<file path="src/rtl/sim_pkg.sv">
// Shared types and defaults for the simulation watchdog.
package sim_pkg;

  typedef enum logic [2:0] {
    END_NONE       = 3'd0,
    END_PASS       = 3'd1,
    END_FAIL       = 3'd2,
    END_TMO_GLOBAL = 3'd3,
    END_TMO_HB     = 3'd4
  } end_code_t;

  typedef enum logic [1:0] {
    ST_RUN    = 2'd0,
    ST_REPORT = 2'd1,
    ST_HALT   = 2'd2
  } wd_state_t;

  localparam int unsigned DEF_TIMEOUT_CYCLES = 100000;
  localparam int unsigned DEF_HB_TIMEOUT     = 1000;

endpackage

</file>
<file path="src/rtl/sat_counter.sv">
// Saturating up-counter with synchronous clear (clear wins over enable).
module sat_counter #(
  parameter int unsigned          WIDTH = 8,
  parameter logic [WIDTH-1:0]     MAX   = '1
) (
  input  logic             clk,
  input  logic             rst,
  input  logic             clr,
  input  logic             en,
  output logic [WIDTH-1:0] cnt
);

  logic [WIDTH-1:0] cnt_q;
  logic [WIDTH-1:0] cnt_d;

  always_comb begin
    cnt_d = cnt_q;
    if (clr) begin
      cnt_d = '0;
    end else if (en && (cnt_q != MAX)) begin
      cnt_d = cnt_q + WIDTH'(1);
    end
  end

  always_ff @(posedge clk) begin
    if (rst) begin
      cnt_q <= '0;
    end else begin
      cnt_q <= cnt_d;
    end
  end

  assign cnt = cnt_q;

endmodule

</file>
<file path="src/rtl/sim_watchdog.sv">
// Simulation watchdog: ends a test on DUT completion, global timeout or heartbeat loss.
// Heartbeat supervision is compiled in only when SIM_WATCHDOG_HB_EN is defined.
module sim_watchdog
  import sim_pkg::*;
#(
  parameter int unsigned TIMEOUT_CYCLES = DEF_TIMEOUT_CYCLES,
  parameter int unsigned HB_TIMEOUT     = DEF_HB_TIMEOUT,
  parameter int unsigned CNT_W          = 32
) (
  input  logic             clk,
  input  logic             rst,
  input  logic             hb,
  input  logic             done_vld,
  input  logic             done_pass,
  output logic             end_vld,
  input  logic             end_ack,
  output logic [2:0]       end_code,
  output logic [CNT_W-1:0] cycle_cnt
);

  localparam logic [CNT_W-1:0] GLOBAL_LAST = CNT_W'(TIMEOUT_CYCLES - 1);

  wd_state_t        state_q, state_d;
  end_code_t        end_code_q, end_code_d;
  logic [CNT_W-1:0] cyc;
  logic             in_run;
  logic             run_adv;
  logic             hb_tmo;

  assign in_run = (state_q == ST_RUN);

  // Counters only advance in RUN cycles that do not end the run, so the
  // reported count is the value seen in the decisive cycle.
  assign run_adv = in_run && (state_d == ST_RUN);

  sat_counter #(
    .WIDTH (CNT_W)
  ) u_cycle_cnt (
    .clk (clk),
    .rst (rst),
    .clr (1'b0),
    .en  (run_adv),
    .cnt (cyc)
  );

`ifdef SIM_WATCHDOG_HB_EN
  localparam int unsigned     HB_W    = $clog2(HB_TIMEOUT);
  localparam logic [HB_W-1:0] HB_LAST = HB_W'(HB_TIMEOUT - 1);

  logic [HB_W-1:0] hb_cnt;

  sat_counter #(
    .WIDTH (HB_W),
    .MAX   (HB_LAST)
  ) u_hb_cnt (
    .clk (clk),
    .rst (rst),
    .clr (in_run && hb),
    .en  (run_adv),
    .cnt (hb_cnt)
  );

  assign hb_tmo = (hb_cnt == HB_LAST) && !hb;
`else
  logic hb_unused;

  assign hb_unused = hb;
  assign hb_tmo    = 1'b0;
`endif

  always_comb begin
    state_d    = state_q;
    end_code_d = end_code_q;
    case (state_q)
      ST_RUN: begin
        if (done_vld) begin
          end_code_d = done_pass ? END_PASS : END_FAIL;
          state_d    = ST_REPORT;
        end else if (cyc == GLOBAL_LAST) begin
          end_code_d = END_TMO_GLOBAL;
          state_d    = ST_REPORT;
        end else if (hb_tmo) begin
          end_code_d = END_TMO_HB;
          state_d    = ST_REPORT;
        end
      end
      ST_REPORT: begin
        if (end_ack) begin
          state_d = ST_HALT;
        end
      end
      ST_HALT: begin
        state_d = ST_HALT;
      end
      default: begin
        state_d = ST_RUN;
      end
    endcase
  end

  always_ff @(posedge clk) begin
    if (rst) begin
      state_q    <= ST_RUN;
      end_code_q <= END_NONE;
    end else begin
      state_q    <= state_d;
      end_code_q <= end_code_d;
    end
  end

  assign end_vld   = (state_q == ST_REPORT);
  assign end_code  = end_code_q;
  assign cycle_cnt = cyc;

endmodule
</file>
<file path="config.mk">
export PLATFORM = sky130hd
export DESIGN_NAME = sim_watchdog
export DESIGN_NICKNAME = d
export VERILOG_FILES = /design/src/rtl/sim_pkg.sv /design/src/rtl/sat_counter.sv /design/src/rtl/sim_watchdog.sv
export SDC_FILE = /design/constraint.sdc
export NUM_CORES = 1
export LEC_CHECK = 0
export BUFFER_PORTS_ARGS = -buffer_cell sky130_fd_sc_hd__buf_2
export CORE_MARGIN = 2
export CORE_UTILIZATION = 30
export CTS_CLUSTER_SIZE = 12
export DETAILED_ROUTE_END_ITERATION = 12
export SYNTH_ARGS = -nofsm -noshare
export SYNTH_HDL_FRONTEND = slang
export SYNTH_SLANG_ARGS = --single-unit
</file>
<file path="constraint.sdc">
create_clock -name clk -period 4.3 [get_ports clk]
set_clock_uncertainty 0.2 [all_clocks]
set_input_delay 0.215 -clock clk [delete_from_list [all_inputs] [get_ports clk]]
set_output_delay 0.215 -clock clk [all_outputs]
set_load 0.02 [all_outputs]
</file>
==> metrics, run 1 <==
Crit path required time 4.28 ns; Async SR Flop Fraction 0; DR vias 2012; # rows 30; Initial Util 0.306; PwrDens around 270 mW/mm^2; chip width 86.8 um; fin crit share 0.656; WL/cell 14.2 um; achievable frequency 354 MHz; vias in the first global route 1829; highest routed layer met4; Slew Viols, Final 0; Slew headroom 0.457; Final Hold Vio Count 0; register bit total from synthesis 36; syn_nets 251; Post-synth EDFFs 0; Area Growth Syn to Fin 16.0%; worst setup path class flip-flop to flip-flop; met1 WL 2.45 mm; synth unique cells 48; die area 0.00753 mm^2; setup TNS 0 ns; Die Y between 80 and 90 um; crit-path cells ha_1 -> nand4_2 -> or2_0 -> nor3_2 -> buf_4 -> nor4_1 -> mux2_4; final WL 5.10 mm; Final setup viols 0; Design Area, Final 0.00238 mm^2; Worst Tran Pin Value between 0.8 and 0.9 ns; Final ANT Viol Nets 0; CORE AREA ~0.0067 mm^2; CP top delay family simple AND/OR/NAND/NOR gates; CP max FO 25; Synth Warn # 0; CP endpoint kind flip-flop; Synth Flop Type dfxtp_1; post-CTS sizing 0; Setup crit start kind flip-flop; layout cells sized above 1 0.237; Tmin final about 2.8 ns; DRC 0; Iteration-0 DRC Markers 56; first-pass GRT wire length 8.69 mm; Max Cap Viol 0; hold crit path type input port to flip-flop; synthesized instance count 244; dpl ws between 1.5 and 2 ns; sequential share of the synthesized area 0.351; Sink Count 36; utilization after layout 0.355; wire length on met2 2.32 mm; Synth Cell Area 0.00206 mm^2; Critical Path AT roughly 2.8 ns; Pleak 0.000860 uW; I/O pin total 42; HPWL after detailed placement 3.62 mm; dpl cell area 0.00228 mm^2; H-tree depth reported by CTS 2; Power Total about 640 uW; TritonRoute pass-1 iters 5; outcome finished, final reports clean; cts bufs inserted 5; fin nets 285; met3 WL 217 um; RSZ-0062 raised after global routing no; Buf/Inv on CP 1; largest net degree at the start of global routing 44; Peak supply drop 0.0000925 V; port bufs 39; CTS max path bufs 2; Root Buffer clkbuf_8; clock input transition at the sequential cells of the worst setup and hold paths 0.07 ns; final setup margin 1.48 ns; via/cell ratio 5.60; clk_lat worst skew 0.29 ns; TritonCTS clock tree yes; Slowest cell on crit path dfxtp_1; crit-path max cell delay 0.46 ns; syn avg cell area 8.43 um^2; Tot GR Track Use 0.142; initial antenna violation count 0; antenna fix cells 0; gpl congestion about 0.75; total gr overflow 0
[worst min-delay path: cells and delay by family]
family / cells / cell delay [ns]
simple gates: 1 / 0.09
compound gates: 1 / 0.05
buf+inv: 1 / 0.10
[cell usage after synthesis (2+ instances only)]
cell | n | area (um^2)
a21oi_1 | 22 | 110
a21oi_2 | 3 | 26.3
and3_1 | 4 | 25.0
and4_1 | 4 | 35.0
buf_2 | 5 | 25.0
buf_4 | 5 | 37.5
clkbuf_1 | 3 | 11.3
dfxtp_1 | 36 | 721
inv_1 | 4 | 15.0
mux2_2 | 3 | 33.8
mux2_4 | 2 | 30.0
nand2_1 | 15 | 56.3
nand3_1 | 14 | 70.1
nand4_1 | 11 | 68.8
nor2_1 | 15 | 56.3
nor2b_1 | 8 | 50.1
nor3_1 | 6 | 30.0
nor3_2 | 2 | 20.0
nor3b_1 | 2 | 15.0
nor4_1 | 6 | 37.5
o2111ai_1 | 2 | 17.5
o21ai_0 | 8 | 40.0
o21ai_1 | 4 | 20.0
o31ai_1 | 15 | 113
or3_1 | 10 | 62.6
or4_1 | 13 | 97.6
[layout by cell type (no fill, tap or decap), types with 4 or more instances in the layout]
cell type  count
nand3_1       14
and3_1         4
inv_1          4
or4_1         13
nor2_1        15
nand4_1       11
nor3_1         6
nor4_1         6
o21ai_1        4
nand2_1       15
buf_2         39
clkbuf_8       6
dfxtp_1       36
nor2b_1        8
o31ai_1       15
o21ai_0        8
and4_1         4
or3_1         10
a21oi_1       22
[logic make-up (layout without fill, tap and decap cells)]
group,count (synthesis),in the layout,synth area share
DFF,36,36,0.351
other,1,1,0.00182
adders and majority gates,1,1,0.00609
xor gates and xnor gates,1,1,0.00426
muxes,6,6,0.0365
AOI/OAI and AO/OA,61,61,0.198
and+or+nand+nor,119,119,0.351
buffers and inverters,19,54,0.0523
[metrics by stage]
stage | hold slack (ns) | instances
2_1_floorplan | 0.154 | 244
3_3_place_gp | 0.229 | 350
3_5_place_dp | 0.234 | 350
4_1_cts | 0.0225 | 359
5_1_grt | 0.0281 | 359
6_report | 0.0307 | 359
[flip-flops by register name, indices dropped and copies added, names as in the netlist]
signal           flops
state_q              2
u_cycle_cnt.cnt     32
end_code             2
[repair_timing]
item	in CTS	in global routing
setup buffers	0	0
hold buffers	1	0
hold endpoints to repair	2	0
[routing by layer]
metal,global-route usage,up-vias
met4,0.0526,0
met2,0.229,45
met1,0.182,948
met3,0.0381,16
li1,-,1003
met5,0,-
[final cells by class]
class                   count  area (um^2)
clock buffers               8         90.1
fillers                   704         4330
inverters                   4         15.0
multi-input cells         189         1240
flip-flops and latches     36          721
well taps                  80          100
repair buffers             42          220
[power by group]
| group | switching [uW] | total [uW] | internal (uW) |
|---|---|---|---|
| combinational | 29.8 | 45.7 | 15.8 |
| sequential | 5.69 | 344 | 338 |
| clock | 118 | 249 | 131 |
| total | 153 | 638 | 485 |
[final timing paths]
path / end / depth (start not counted) / from / slack, ns
max: u_cycle_cnt.cnt[9] / 7 / u_cycle_cnt.cnt[0] / 1.48
min: end_code[0] / 3 / done_pass / 0.03
max reg2reg: u_cycle_cnt.cnt[9] / 7 / u_cycle_cnt.cnt[0] / 1.48
min reg2reg: end_code[1] / 2 / end_code[1] / 0.24
Power figures use the tool's default switching activity.
==> inputs of run 2 (changes only) <==
--- a/config.mk
+++ b/config.mk
@@ -5,6 +5,7 @@
 export SDC_FILE = /design/constraint.sdc
 export NUM_CORES = 1
 export LEC_CHECK = 0
+export ABC_AREA = 1
 export BUFFER_PORTS_ARGS = -buffer_cell sky130_fd_sc_hd__buf_2
 export CORE_MARGIN = 2
 export CORE_UTILIZATION = 30
==> constraint.sdc (replaced) <==
create_clock -name clk -period 2.5 [get_ports clk]
set_clock_uncertainty 0.2 [all_clocks]
set_input_delay 0.125 -clock clk [delete_from_list [all_inputs] [get_ports clk]]
set_output_delay 0.125 -clock clk [all_outputs]
set_load 0.02 [all_outputs]
==> metrics, run 2 <==
Area Growth Syn to Fin 20.2%; # rows 34 (+13%); H-tree depth reported by CTS 2 (unchanged); Async SR Flop Fraction 0 (unchanged); outcome finished, final reports clean; Worst Tran Pin Value 0.720 ns (-0.0949 ns); Root Buffer clkbuf_8; hold crit path type input port to flip-flop; syn avg cell area 6.20 um^2 (-26%); R2R setup slack 0.33 ns (-1.15 ns); port bufs 39 (unchanged); largest cells by area after synthesis dfxtp_1 (27%), nand2_1 (20%), nor2_1 (11%); clk_lat worst skew 0.29 ns (about the same); share of Yosys cell area claimed by the top area cell type 0.270 (-0.0803); syn_nets 437 (+74%); Slew headroom 0.520 (+0.0633); cts bufs inserted 5 (unchanged); initial antenna violation count 0 (unchanged); Largest register FFs 32 (unchanged); hold depth 2 (-1); crit-path cells ha_1 -> nand2_1 -> nor2_2 -> nand3_1 -> nor2_1 -> nand2_2 -> nand3_1 -> nor2_4 -> nand2_1 -> a21oi_2; synthesized instance count 430 (+76%); hold slack 0.164 ns (+0.133 ns); utilization after layout 0.369 (+0.0143); achievable frequency 461 MHz (+30%); most numerous cell in the Yosys netlist nand2_1; first-pass GRT wire length 12.6 mm (+46%); Hold Crit Start rst; CP max FO 31 (+24%); switching share of power 0.268 (+0.0279); worst setup path class flip-flop to flip-flop; via/cell ratio 4.56 (-19%); most frequent cells after synthesis nand2_1 (145), nor2_1 (80), dfxtp_1 (36); CP endpoint kind flip-flop; Crit path required time 2.53 ns (-1.75 ns); Final Hold Vio Count 0 (unchanged); Synth Cell Area 0.00267 mm^2 (+30%); antenna fix cells 0 (unchanged); Initial Util 0.307 (+0.00128); Die Y 98.3 um (+13%); register bit total from synthesis 36 (unchanged); commonest non-fill, non-tap cell in the layout nand2_1; Critical Path AT 2.20 ns (-0.60 ns); clock input transition at the sequential cells of the worst setup and hold paths 0.07 ns (about the same); reg2reg start u_cycle_cnt.cnt[0]; Tot GR Track Use 0.161 (+0.0185); Post-synth EDFFs 0 (unchanged); hold path endpoint state_q[0]; TritonCTS clock tree yes; Sink Count 36 (unchanged); Design Area, Final 0.00320 mm^2 (+34%); total gr overflow 0 (unchanged); dpl cell area 0.00308 mm^2 (+35%); die area 0.00966 mm^2 (+28%); end of the worst register-to-register path u_cycle_cnt.cnt[2]; Synth Warn # 0 (unchanged); sequential share of the synthesized area 0.270 (-0.0803); I/O pin total 42 (unchanged); chip width 98.3 um (+13%); Gate power share 0.111 (+0.039); most frequent cells in the layout nand2_1 (145), nor2_1 (80), buf_2 (39); Tmin final 2.17 ns (-0.652 ns); Peak supply drop 0.000160 V (+73%); RSZ-0062 raised after global routing no; DRC 0 (unchanged); PwrDens 360 mW/mm^2 (+35%); Synth Flop Type dfxtp_1; post-CTS setup buffer count 0 (unchanged); largest net degree at the start of global routing 32 (-27%); R2R depth 10 (+3); crit-path max cell delay 0.57 ns (+0.11 ns); final WL 7.36 mm (+44%); Stages on worst setup path 10 (+3); WL/cell 12.4 um (-13%); DR vias 2716 (+35%); Max Cap Viol 0 (unchanged); Sequential Power Share 0.509 (-0.030); P_sw 310 uW (+100%); CORE AREA 0.00868 mm^2 (+29%); Slowest cell on crit path nor2_4; gpl congestion 0.931 (+23%); fin crit share 0.868 (+0.212); vias in the first global route 2655 (+45%); Pleak 0.00128 uW (+49%); Setup crit start kind flip-flop; Iteration-0 DRC Markers 129 (+130%); fin nets 493 (+73%); CTS max path bufs 2 (unchanged); Final ANT Viol Nets 0 (unchanged); cell taking the most area after synthesis dfxtp_1; Buf/Inv on CP 0 (-1); Slew Viols, Final 0 (unchanged); Clk pwr share 0.380 (-0.010); CP top delay family simple AND/OR/NAND/NOR gates; Power Total 1150 uW (+81%); synth unique cells 28 (-42%); Internal Pwr Total 845 uW (+74%); layout cells sized above 1 0.267 (+0.0304); TritonRoute pass-1 iters 4 (-1); HPWL after detailed placement 5.89 mm (+63%); Final setup viols 0 (unchanged)
run 2: cell count changes in the layout (fill, tap and decap cells not counted), sizes merged, moves of 13 or more:
| cell | change |
|---|---|
| nand2 | +145 |
| nor2 | +69 |
| inv | +32 |
| buf | +25 |
| xor2 | +21 |
| o31ai | -16 |
| or4 | -13 |
run 2: logic make-up after synthesis:
| kind of cell | after synthesis | share of synthesized area |
|---|---|---|
| AOI/OAI and AO/OA | 34 | 0.106 |
| xor gates and xnor gates | 22 | 0.0723 |
| adders and majority gates | 1 | 0.00469 |
| buffers and inverters | 56 | 0.0957 |
| DFF | 36 | 0.270 |
| other | 1 | 0.00141 |
| and+or+nand+nor | 280 | 0.450 |
run 2: worst max path at each step:
stage                     slack, ns             endpoint          startpoint
after detailed placement      -0.06  u_cycle_cnt.cnt[30]  u_cycle_cnt.cnt[0]
after global routing           0.11  u_cycle_cnt.cnt[30]  u_cycle_cnt.cnt[0]
final                          0.33   u_cycle_cnt.cnt[2]  u_cycle_cnt.cnt[0]
after CTS                      0.29  u_cycle_cnt.cnt[30]  u_cycle_cnt.cnt[0]
after global placement        -0.02  u_cycle_cnt.cnt[27]  u_cycle_cnt.cnt[0]
after floorplan                0.47  u_cycle_cnt.cnt[16]  u_cycle_cnt.cnt[0]
run 2: cell type report:
| class | instances | area (um^2) |
|---|---|---|
| fillers | 994 | 5470 |
| multi-input cells | 338 | 1700 |
| flip-flops and latches | 36 | 721 |
| repair buffers | 69 | 428 |
| inverters | 36 | 135 |
| well taps | 108 | 135 |
| clock buffers | 8 | 90.1 |
run 2: per-stage QoR:
stage / TNS [ns] / worst slack [ns] / cells
after floorplan: 0 / 0.466 / 430
after global placement: -0.181 / -0.0207 / 584
after detailed placement: -1.14 / -0.0618 / 584
after CTS: 0 / 0.295 / 595
after global routing: 0 / 0.111 / 595
final: 0 / 0.330 / 595
run 2: routing by layer:
metal  track usage  wire length, um
met3        0.0322              447
met5             0                0
met1         0.218             3490
met2         0.254             3240
met4        0.0580              180
run 2: power groups by stage:
stage / clock network [uW] / registers, uW / logic (uW)
after floorplan: 0 / 610 / 91.9
after global placement: 0 / 600 / 123
after detailed placement: 0 / 601 / 125
after CTS: 457 / 587 / 130
after global routing: 481 / 588 / 141
final: 439 / 587 / 128
run 2: what timing repair did:
item | in CTS | in global routing
hold buffers | 3 | 0
gates resized for setup | 1 | 0
endpoints found under the setup margin | 31 | 0
endpoints found under the hold margin | 4 | 0
